$ cat src/rtl/gnr_attractor_ctrl.sv
// Sequencer and Floyd attractor detector for the GNR node array: search for a tortoise/hare meet, then measure the period.
// Optional macro GNR_ATTR_SNAPSHOT_EN adds attr_state, a snapshot of s0_vec taken when the search phase finds a match.
module gnr_attractor_ctrl #(
    parameter int N_NODES = 16,
    parameter int CNT_W   = 32
) (
    input  logic               clk,
    input  logic               rst,
    input  logic               start,
    input  logic [N_NODES-1:0] init_vec,
    input  logic [CNT_W-1:0]   max_steps,
    input  logic [N_NODES-1:0] s0_vec,
    input  logic [N_NODES-1:0] s1_vec,
`ifdef GNR_ATTR_SNAPSHOT_EN
    output logic [N_NODES-1:0] attr_state,
`endif
    output logic [N_NODES-1:0] init_state,
    output logic               reset_nos,
    output logic               start_s0,
    output logic               start_s1,
    output logic               busy,
    output logic               done,
    output logic               timeout,
    output logic [CNT_W-1:0]   meet_steps,
    output logic [CNT_W-1:0]   period
);

    typedef enum logic [2:0] {
        S_IDLE   = 3'd0,
        S_INIT   = 3'd1,
        S_SEARCH = 3'd2,
        S_PERIOD = 3'd3,
        S_DONE   = 3'd4
    } state_t;

    localparam logic [CNT_W-1:0] C_ZERO = {CNT_W{1'b0}};
    localparam logic [CNT_W-1:0] C_ONES = {CNT_W{1'b1}};
    localparam logic [CNT_W-1:0] C_ONE  = {{(CNT_W-1){1'b0}}, 1'b1};

    state_t             r_state;
    logic [N_NODES-1:0] r_init_state;
    logic [CNT_W-1:0]   r_step_cnt;
    logic [CNT_W-1:0]   r_per_cnt;
    logic [CNT_W-1:0]   r_meet_steps;
    logic [CNT_W-1:0]   r_period;
    logic               r_busy;
    logic               r_done;
    logic               r_timeout;
`ifdef GNR_ATTR_SNAPSHOT_EN
    logic [N_NODES-1:0] r_attr_state;
`endif

    logic w_eq;
    logic w_step_nz;
    logic w_per_nz;
    logic w_limit_en;

    assign w_eq       = (s0_vec == s1_vec);
    assign w_step_nz  = (r_step_cnt != C_ZERO);
    assign w_per_nz   = (r_per_cnt != C_ZERO);
    assign w_limit_en = (max_steps != C_ZERO);

    // Main sequencer: state, counters and all registered outputs.
    always_ff @(posedge clk or posedge rst) begin
        if (rst) begin
            r_state      <= S_IDLE;
            r_init_state <= {N_NODES{1'b0}};
            r_step_cnt   <= C_ZERO;
            r_per_cnt    <= C_ZERO;
            r_meet_steps <= C_ZERO;
            r_period     <= C_ZERO;
            r_busy       <= 1'b0;
            r_done       <= 1'b0;
            r_timeout    <= 1'b0;
`ifdef GNR_ATTR_SNAPSHOT_EN
            r_attr_state <= {N_NODES{1'b0}};
`endif
        end else begin
            case (r_state)
                S_IDLE: begin
                    r_done <= 1'b0;
                    if (start) begin
                        r_init_state <= init_vec;
                        r_step_cnt   <= C_ZERO;
                        r_per_cnt    <= C_ZERO;
                        r_meet_steps <= C_ZERO;
                        r_period     <= C_ZERO;
                        r_timeout    <= 1'b0;
                        r_busy       <= 1'b1;
`ifdef GNR_ATTR_SNAPSHOT_EN
                        r_attr_state <= {N_NODES{1'b0}};
`endif
                        r_state      <= S_INIT;
                    end
                end
                S_INIT: begin
                    r_state <= S_SEARCH;
                end
                S_SEARCH: begin
                    // A match wins over the step limit in the same cycle.
                    if (w_eq && w_step_nz) begin
                        r_meet_steps <= r_step_cnt;
`ifdef GNR_ATTR_SNAPSHOT_EN
                        r_attr_state <= s0_vec;
`endif
                        r_state      <= S_PERIOD;
                    end else begin
                        if (r_step_cnt != C_ONES) begin
                            r_step_cnt <= r_step_cnt + C_ONE;
                        end
                        if (w_limit_en && (r_step_cnt == max_steps)) begin
                            r_timeout    <= 1'b1;
                            r_meet_steps <= r_step_cnt;
                            r_done       <= 1'b1;
                            r_state      <= S_DONE;
                        end
                    end
                end
                S_PERIOD: begin
                    if (w_eq && w_per_nz) begin
                        r_period <= r_per_cnt;
                        r_done   <= 1'b1;
                        r_state  <= S_DONE;
                    end else begin
                        if (r_per_cnt != C_ONES) begin
                            r_per_cnt <= r_per_cnt + C_ONE;
                        end
                        if (w_limit_en && (r_per_cnt == max_steps)) begin
                            r_timeout <= 1'b1;
                            r_period  <= r_per_cnt;
                            r_done    <= 1'b1;
                            r_state   <= S_DONE;
                        end
                    end
                end
                S_DONE: begin
                    r_done  <= 1'b0;
                    r_busy  <= 1'b0;
                    r_state <= S_IDLE;
                end
                default: begin
                    r_done  <= 1'b0;
                    r_busy  <= 1'b0;
                    r_state <= S_IDLE;
                end
            endcase
        end
    end

    // Node controls decoded from state and the live stream compare.
    always_comb begin
        reset_nos = 1'b0;
        start_s0  = 1'b0;
        start_s1  = 1'b0;
        case (r_state)
            S_INIT: begin
                reset_nos = 1'b1;
            end
            S_SEARCH: begin
                start_s0 = !(w_eq && w_step_nz);
                start_s1 = !(w_eq && w_step_nz);
            end
            S_PERIOD: begin
                start_s1 = !(w_eq && w_per_nz);
            end
            default: begin
                reset_nos = 1'b0;
            end
        endcase
    end

    assign init_state = r_init_state;
    assign busy       = r_busy;
    assign done       = r_done;
    assign timeout    = r_timeout;
    assign meet_steps = r_meet_steps;
    assign period     = r_period;
`ifdef GNR_ATTR_SNAPSHOT_EN
    assign attr_state = r_attr_state;
`endif

endmodule
$ cat config.mk
export PLATFORM = sky130hd
export DESIGN_NAME = gnr_attractor_ctrl
export DESIGN_NICKNAME = d
export VERILOG_FILES = /design/src/rtl/gnr_attractor_ctrl.sv
export SDC_FILE = /design/constraint.sdc
export NUM_CORES = 1
export LEC_CHECK = 0
export ABC_AREA = 1
export BUFFER_PORTS_ARGS = -buffer_cell sky130_fd_sc_hd__buf_4
export CORE_MARGIN = 2
export CORE_UTILIZATION = 50
export CTS_BUF_LIST = sky130_fd_sc_hd__clkbuf_4 sky130_fd_sc_hd__clkbuf_8
export DETAILED_ROUTE_END_ITERATION = 6
export GPL_TIMING_DRIVEN = 0
export PLACE_DENSITY = 0.82
export SETUP_SLACK_MARGIN = 0.05
export SKIP_CTS_REPAIR_TIMING = 1
export SKIP_LAST_GASP = 1
export SLEW_MARGIN = 0
export SYNTH_ARGS = -nofsm -noshare
export SYNTH_HDL_FRONTEND = slang
export SYNTH_SLANG_ARGS = --single-unit
export TNS_END_PERCENT = 10
$ cat constraint.sdc
create_clock -name clk -period 6.5 [get_ports clk]
set_input_delay 1.3 -clock clk [delete_from_list [all_inputs] [get_ports clk]]
set_output_delay 1.3 -clock clk [all_outputs]
set_load 0.05 [all_outputs]
=== Yosys cells after proc, flatten, opt, wreduce, memory -nomap -nowiden ===
Cells that the tools add are included.

* Output and inout bits: 86
* Logic and storage cells: 85
* Register bits after elaboration: 150
* Memories kept: 0
* Memory bits (read-only): 0
* Input bits: 83
* Bits in writable memories: 0
* Latch bits: 0

* Order comparisons: 0
* Div/mod/pow operators: 0
* Mux-type cells: 32
* $add $sub $neg: 2
* $mul: 0
* Shifts and indexed selects: 0
* Reduce and logical (&&, ||, !) cells: 23
* Bitwise gates (word level): 2
* Equality and inequality tests: 17

{| class="wikitable"
|+ Operators with widths
! operator !! number
|-
| 32-bit 2-to-1 mux || 9
|-
| 32-bit case mux with 2 select lines || 4
|-
| 32-bit nonzero test || 3
|-
| 32-bit by 1-bit adder with 32-bit output (second input constant) || 2
|-
| 32-bit == test || 2
|-
| 32-bit inequality test (second input constant) || 2
|-
| 16-bit == test || 1
|-
| 3-bit 2-to-1 mux || 5
|-
| 2-bit inequality test (second input constant) || 7
|-
| 3-bit case mux with 4 select lines || 1
|-
| 4-bit AND reduction || 3
|-
| 1-bit 2-to-1 mux || 9
|-
| 3-bit AND reduction || 3
|-
| 3-bit by 2-bit == test with 1-bit output (second input constant) || 2
|-
| 3-bit inequality test (second input constant) || 2
|-
| 1-bit case mux with 3 select lines || 2
|-
| 6-bit AND reduction || 1
|-
| 1-bit logical AND || 4
|-
| 1-bit case mux with 2 select lines || 2
|-
| 2-bit AND reduction || 2
|-
| 2-bit nonzero test || 2
|-
| 3-bit by 1-bit == test with 1-bit output (second input constant) || 1
|-
| 3-bit logical NOT || 1
|-
| 3-bit nonzero test || 1
|-
| 3 further kinds || 5
|}

=== Longest topological paths before layout ===
Gate-level depths: netlist of the first run.

* Depth in word-level cells: 5
* Depth in mapped cells: 16
* Gate-level depth less buffers: 15

=== Least setup slack after synthesis of the first run ===
Ideal clock, no wire load.

* Path kind: input -> output
* Start: input port s1_vec[6]
* End: output port start_s1
* Path buffers: 0
* Slack: 2970 ps
* Required time: 5200 ps
* Arrival time: 2230 ps
* Cell stages on the path: 7
* Cells stage by stage: xor2_1 > nor2_1 > nand2_1 > nor2_1 > nand3_1 > nand2_1 > nand2_1

* Word-level cells in the longest chain between the ends: 4
* Elaborated cells between the ends (all ways): 6
* Those cells by class: eq/ne: 1; mux: 1; reduce/logical: 4

{| class="wikitable"
|+ Ends and longest elaborated chain
! item !! line !! text
|-
| start, declared || 13 || <nowiki>input logic [N_NODES-1:0] s1_vec,</nowiki>
|-
| 16-bit == test (*) || 58 || <nowiki>assign w_eq = (s0_vec == s1_vec);</nowiki>
|-
| 1-bit logical AND (on tied branches) || 164, 161 ||
|-
| 1-bit logical NOT (on tied branches) || 164, 161 ||
|-
| 1-bit case mux with 2 select lines (*) || 155 || <nowiki>case (r_state)</nowiki>
|-
| end, declared || 20 || <nowiki>output logic start_s1,</nowiki>
|}

Every way passes the cells marked *; elsewhere a longest branch is shown, timed or not.

=== Final worst setup path of the first run ===
* Start: register r_state[1]
* End: output port start_s1

* Word-level cells in the longest chain between the ends: 2
* Elaborated cells between the ends (all ways): 3
* Those cells by class: eq/ne: 2; mux: 1

{| class="wikitable"
|+ Ends and longest elaborated chain
! item !! line !! text
|-
| start, declared || 40 || <nowiki>state_t r_state;</nowiki>
|-
| start signal, assigned || 66 || <nowiki>r_state <= S_IDLE;</nowiki>
|-
| start signal, assigned || 93 || <nowiki>r_state <= S_INIT;</nowiki>
|-
| start signal, assigned || 97 || <nowiki>r_state <= S_SEARCH;</nowiki>
|-
| 3-bit by 2-bit == test with 1-bit output || 155 ||
|-
| 1-bit case mux with 2 select lines (*) || 155 ||
|}

Marked as above.

==> results of run 1 <==
[power breakdown]
group          switching (mW)  internal (mW)  total (mW)
combinational           0.925          0.354        1.28
clock                   0.394          0.433       0.827
sequential             0.0568           1.01        1.06
total                    1.38           1.79        3.17
[metrics by stage]
step	std cells	util
5_1_grt	1928	0.6174
3_3_place_gp	1896	0.5930
2_1_floorplan	1463	-
6_report	1928	0.6174
4_1_cts	1928	0.6174
3_5_place_dp	1897	0.5946
[per-layer routing]
metal / vias to the layer above / part of all wire / global-route usage
li1: 4958 / - / -
met1: 4760 / 0.39 / 0.3543
met2: 369 / 0.49 / 0.5192
met3: 122 / 0.054 / 0.04497
met4: 0 / 0.059 / 0.1917
met5: - / 0 / 0
[placed cells by master, fill, tap and decap left out, types with 2 or more instances in the layout]
cell type	instances
or2_2	2
nor2_1	195
nand3_1	170
buf_6	7
nor4_1	5
nand4_1	35
xor2_1	54
nand2_1	487
dfrtp_1	150
xnor2_1	42
clkbuf_1	22
bufinv_16	4
nor3_1	36
clkbuf_8	18
buf_2	35
nor2_2	5
clkinvlp_4	2
inv_2	4
buf_1	3
ha_1	4
o21ai_2	21
o21ai_1	2
nand2_2	12
buf_4	183
clkbuf_2	2
nor2_4	2
inv_6	6
o21ai_0	16
clkinv_4	3
inv_1	122
[critical path: stages (launching register included)]
cell      delay (ns)
dfrtp_1         0.48
inv_1           0.10
nor2_1          0.35
clkbuf_1        0.53
clkbuf_1        0.40
nand2_1         0.09
nand2_1         0.07
buf_4           0.20
[area by class of cell]
type | instances | area, um^2
clock inverters | 13 | 196.4
plain buffers | 84 | 470.5
flip-flops and latches | 150 | 3754
clock buffers | 18 | 247.7
repair buffers | 169 | 1289
fillers | 1824 | 7471
inverters | 129 | 496.7
well taps | 265 | 331.6
multi-input cells | 1100 | 5270
[final timing paths]
kind	from	end	depth (start not counted)
hold / removal	timeout	timeout	2
setup reg to reg	r_per_cnt[6]	period[13]	11
min in group asynchronous	rst	meet_steps[16]	2
hold reg to reg	timeout	timeout	2
max in group asynchronous	rst	r_per_cnt[13]	3
setup / recovery	r_state[1]	start_s1	7
[logic make-up after synthesis]
logic type | Yosys count
adders and majority gates | 4
buffers and inverters | 213
AOI/OAI and AO/OA | 45
and+or+nand+nor | 955
xor gates and xnor gates | 96
DFF | 150
[registers in the layout, summed over array words and instances (netlist names)]
name,count
period,32
r_per_cnt,32
init_state,16
busy,1
done,1
r_step_cnt,32
r_state,3
meet_steps,32
timeout,1
==> impl_metrics.py, run 1 <==
metrics = {
    "timing": {
        "finalCritPeriodShare": 0.6156,
        "hold_violations": 0,
        "fin_setup_tns_ns": 0,
        "finClkSkew_ns": 0.01701,
        "tightest_slew_ns": 0.6915,
        "setup_viol": 0,
        "fin_ws_ns": 2.499,
        "finalCriticalPeriod_ns": 4.001,
        "holdWs_ns": 0.4814,
        "maxSlewViolCount": 0,
        "rsz0062_at_grt": "false",
        "clock.fmax_mhz": 249.9,
        "slew_headroom": 0.5390,
    },
    "global_route": {
        "grt_pass1_vias": 10010,
        "overflow": 0,
        "track_usage": 0.3020,
        "grt_pass1_wl_um": 50710,
        "grt_max_degree": 78,
        "antenna_found_initial": 0,
    },
    "detailed_routing": {
        "via_per_inst": 5.295,
        "via_count": 10210,
        "drt-total-wl_um": 31790,
        "drc": 0,
        "antenna_left": 0,
        "dr.pass1.iters": 5,
        "avgRoutedWirePerCell_um": 16.49,
        "drt_iter0_drc": 767,
    },
    "logic_synthesis": {
        "synth_flop_cell": "dfrtp_1",
        "yosys.area_share.simple": 0.4052,
        "synthMuxAreaShare": 0,
        "postSynthRegisterBits": 150,
        "ys_types": 39,
        "synth-compound-area-share": 0.03333,
        "async_flop_share": 1.000,
        "ys_seq_area_frac": 0.3759,
        "yosysWarnings": 0,
        "synth_area_um2": 9986,
        "synth_xor_area_frac": 0.08420,
        "synth_top_family_by_area": "simple AND/OR/NAND/NOR gates",
        "syn_nets": 1550,
        "synth_most_common_cell": "nand2_1",
        "syn_inst": 1463,
        "synth_top_area_frac": 0.3759,
        "synth_edf_count": 0,
        "synth.avg_cell_area_um2": 6.826,
        "synth_area_leaders": "dfrtp_1 (38%), nand2_1 (18%), nand3_1 (8.5%)",
        "synth_top_cell_by_area": "dfrtp_1",
        "yosys-top-cells-count": "nand2_1 (487), nor2_1 (195), nand3_1 (170), dfrtp_1 (150), inv_1 (123)",
        "synthAdderAreaFrac": 0.005012,
    },
    "power": {
        "power_mw": 3.170,
        "irDropWorstVdd_uv": 121.7,
        "p_leak_nw": 6.111,
        "powerDensity_nw_per_um2": 262.9,
    },
    "finish": {
        "nets": 1738,
        "layout-drive-gt1-share": 0.1894,
        "design_area_um2": 12060,
        "synthToLayoutAreaGrowth_pct": 20.72,
        "diodes": 0,
    },
    "floorplan": {
        "die_h_um": 145.3,
        "core_um2": 19530,
        "ioPinCount": 169,
        "die_x_um": 145.3,
        "dieArea_um2": 21120,
        "start_util": 0.5114,
        "rows": 51,
    },
    "placement": {
        "port_buffers": 168,
        "dp_slack_ns": 2.707,
        "gp_congestion": 1.029,
        "hpwlAfterDp_um": 24850,
        "placed_cell_area_um2": 11610,
    },
    "cts": {
        "clkTransAtPathRegs_ns": 0.08,
        "cts_root_buffer": "clkbuf_8",
        "htree_levels": 4,
        "clock_sinks": 150,
        "clk_path_buf_depth": 2,
        "clkLatencyLatePin_ns": 0.48,
        "tritoncts": "done",
        "numCtsBuffers": 17,
    },
    "setup_path": {
        "startpoint_type": "flip-flop",
        "reg2reg_slack_ns": 3.94,
        "crit_type": "flip-flop to output port",
        "cp_data_arrival_time_ns": 2.70,
        "crit_path_end_kind": "output port",
        "critPathRequiredTime_ns": 5.20,
        "path_max_fanout": 10,
    },
    "hold_path": {
        "hp-class": "flip-flop to flip-flop",
    },
    "job": {
        "maxCapViolations": 0,
    },
    "outcome": {
        "status": "completed",
    },
}
(Power assumes the default switching activity.)
==> run 2: changes to the inputs <==
Settings changed: ABC_AREA 1 to 0, PLACE_DENSITY 0.82 to 0.84.
Clock period 6.5 ns to 3.99 ns, I/O delays scaled along.
==> impl_metrics.py, run 2 <==
metrics = {
    "outcome": {
        "status": "finished, violations left",
        "violations": "design-rule violations",
    },
    "logic_synthesis": {
        "synth_area_um2": 8245,
        "postSynthRegisterBits": 150,
        "synth_top_area_frac": 0.4552,
        "synth_edf_count": 0,
        "synth_most_common_cell": "nand2_1",
        "yosysWarnings": 0,
        "yosys-top-cells-count": "nand2_1 (172), dfrtp_1 (150), o21ai_0 (85), xor2_1 (80), nand3_1 (56)",
        "async_flop_share": 1.000,
        "ys_seq_area_frac": 0.4552,
        "synth_top_cell_by_area": "dfrtp_1",
        "syn_inst": 938,
        "synth.avg_cell_area_um2": 8.790,
        "synth_area_leaders": "dfrtp_1 (46%), xor2_1 (8.5%), nand2_1 (7.8%)",
        "syn_nets": 1025,
        "synth_flop_cell": "dfrtp_1",
        "ys_types": 53,
    },
    "detailed_routing": {
        "drc": 11,
        "via_count": 8010,
        "drt_iter0_drc": 1484,
        "antenna_left": 0,
        "avgRoutedWirePerCell_um": 18.73,
        "via_per_inst": 5.898,
        "dr.pass1.iters": 7,
        "drt-total-wl_um": 25430,
    },
    "power": {
        "power.combinational.fraction": 0.363,
        "irDropWorstVdd_uv": 476.1,
        "p_sw_mw": 1.885,
        "p_clk_frac": 0.258,
        "internal_power_mw": 2.666,
        "powerDensity_nw_per_um2": 443.9,
        "seqPwrFrac": 0.380,
        "power_mw": 4.551,
        "p_leak_nw": 4.730,
        "p_sw_frac": 0.4143,
    },
    "cts": {
        "clk_path_buf_depth": 2,
        "clkLatencyLatePin_ns": 0.47,
        "clkTransAtPathRegs_ns": 0.09,
        "cts_root_buffer": "clkbuf_8",
        "numCtsBuffers": 17,
        "clock_sinks": 150,
        "tritoncts": "done",
        "htree_levels": 4,
    },
    "setup_path": {
        "crit_slowest_cell": "o21ai_0",
        "crit_type": "input pin to output port",
        "max_stage_delay_ns": 0.60,
        "cp_data_arrival_time_ns": 2.82,
        "cp_common_cell": "buf_4",
        "startpoint_type": "input pin",
        "path_max_fanout": 5,
        "crit_path_end_kind": "output port",
        "critical_path.cell_chain": "buf_4, xor2_1, nor4_1, nand4_1, o21ai_0, inv_1, buf_4",
        "worstRegToRegCells": 10,
        "critPathRequiredTime_ns": 3.19,
    },
    "finish": {
        "diodes": 0,
        "layout-drive-gt1-share": 0.2172,
        "synthToLayoutAreaGrowth_pct": 24.36,
        "layout_commonest_cell": "nand2_1",
        "nets": 1216,
        "mostFrequentLayoutCells": "nand2_1 (172), buf_4 (168), dfrtp_1 (150), o21ai_0 (85), xor2_1 (80)",
    },
    "floorplan": {
        "rows": 46,
        "ioPinCount": 169,
        "core_um2": 16000,
        "start_util": 0.5153,
        "die_x_um": 132.4,
        "die_h_um": 132.4,
        "dieArea_um2": 17530,
    },
    "timing": {
        "maxSlewViolCount": 0,
        "rsz0062_at_grt": "false",
        "setup_viol": 0,
        "hold_violations": 0,
        "slew_headroom": 0.2979,
        "finalCriticalPeriod_ns": 3.619,
        "tightest_slew_ns": 1.045,
        "fin_setup_tns_ns": 0,
        "clock.fmax_mhz": 276.3,
        "finalCritPeriodShare": 0.9071,
        "fin_ws_ns": 0.3705,
        "finClkSkew_ns": 0.01446,
    },
    "placement": {
        "gp_congestion": 1.016,
        "hpwlAfterDp_um": 19020,
        "dp_slack_ns": 0.3482,
        "port_buffers": 168,
    },
    "global_route": {
        "grt_max_degree": 41,
        "grt_pass1_wl_um": 40590,
        "overflow": 0,
        "track_usage": 0.2937,
        "grt_pass1_vias": 7771,
        "antenna_found_initial": 0,
    },
    "hold_path": {
        "hp-class": "input pin to asynchronous set/reset pin",
    },
    "job": {
        "maxCapViolations": 0,
    },
}
## run 2: changes by cell type after synthesis, moves of 26 or more
cell	change
a21oi_1	+29
inv_1	-114
nand2_1	-315
nand3_1	-114
nor2_1	-155
nor4_1	+48
o21ai_0	+69
xor2_1	+26
## run 2: cell type report
type | count | area [um^2]
Fill cell | 1395 | 5747
Tap cell | 216 | 270.3
Multi-Input combinational cell | 705 | 4123
Clock inverter | 12 | 130.1
Sequential cell | 150 | 3754
Buffer | 74 | 335.3
Clock buffer | 20 | 262.8
Timing Repair Buffer | 172 | 1341
Inverter | 9 | 37.54
## run 2: path summary, 6_finish.rpt
| check | start | end | slack, ns |
|---|---|---|---|
| max | s1_vec[5] | start_s0 | 0.37 |
| min | rst | period[0] | 0.36 |
| max reg2reg | r_step_cnt[0] | meet_steps[7] | 0.94 |
| min reg2reg | period[27] | period[27] | 0.48 |
| max in group asynchronous | rst | timeout | 2.83 |
| min in group clk | period[27] | period[27] | 0.48 |
## run 2: power by group through the flow
stage | combinational, mW | sequential [mW] | clock, mW
after floorplan | 0.757 | 2.03 | 0
after global placement | 1.59 | 1.75 | 0
after detailed placement | 1.63 | 1.75 | 0
after CTS | 1.63 | 1.72 | 1.18
after global routing | 1.76 | 1.74 | 1.25
final | 1.65 | 1.73 | 1.17
## run 2: cell families after synthesis
kind of cell               after synthesis  synth area share
xor gates and xnor gates               108            0.1147
buffers and inverters                   83           0.04476
DFF                                    150            0.4552
and+or+nand+nor                        450            0.2800
AOI/OAI and AO/OA                      137           0.09181
muxes                                    6          0.007436
adders and majority gates                4          0.006070
## run 2: critical path: cells and delay by family
family | cells | cell delay [ns]
AND/OR/NAND/NOR | 2 | 0.67
AO/OA/AOI/OAI | 1 | 0.60
buffers and inverters | 3 | 0.59
XOR/XNOR | 1 | 0.14
## run 2: layer usage
metal  track usage  wire length [um]  vias to the layer above
li1              -                 -                     3666
met1        0.4033             10420                     3801
met2        0.4522             11700                      467
met3       0.05785              2472                       76
met4        0.1326               836                        0
met5             0                 0                        -
## run 2: metrics by stage
stage / hold WS [ns] / cells / area, um^2 / util
after global routing: 0.3877 / 1358 / 10250 / 0.6408
final: 0.3590 / 1358 / 10250 / 0.6408
after global placement: 0.4600 / 1322 / 9781 / 0.6113
after CTS: 0.3670 / 1358 / 10250 / 0.6408
after floorplan: 0.5025 / 938 / 8249 / -
after detailed placement: 0.4670 / 1326 / 9861 / 0.6163
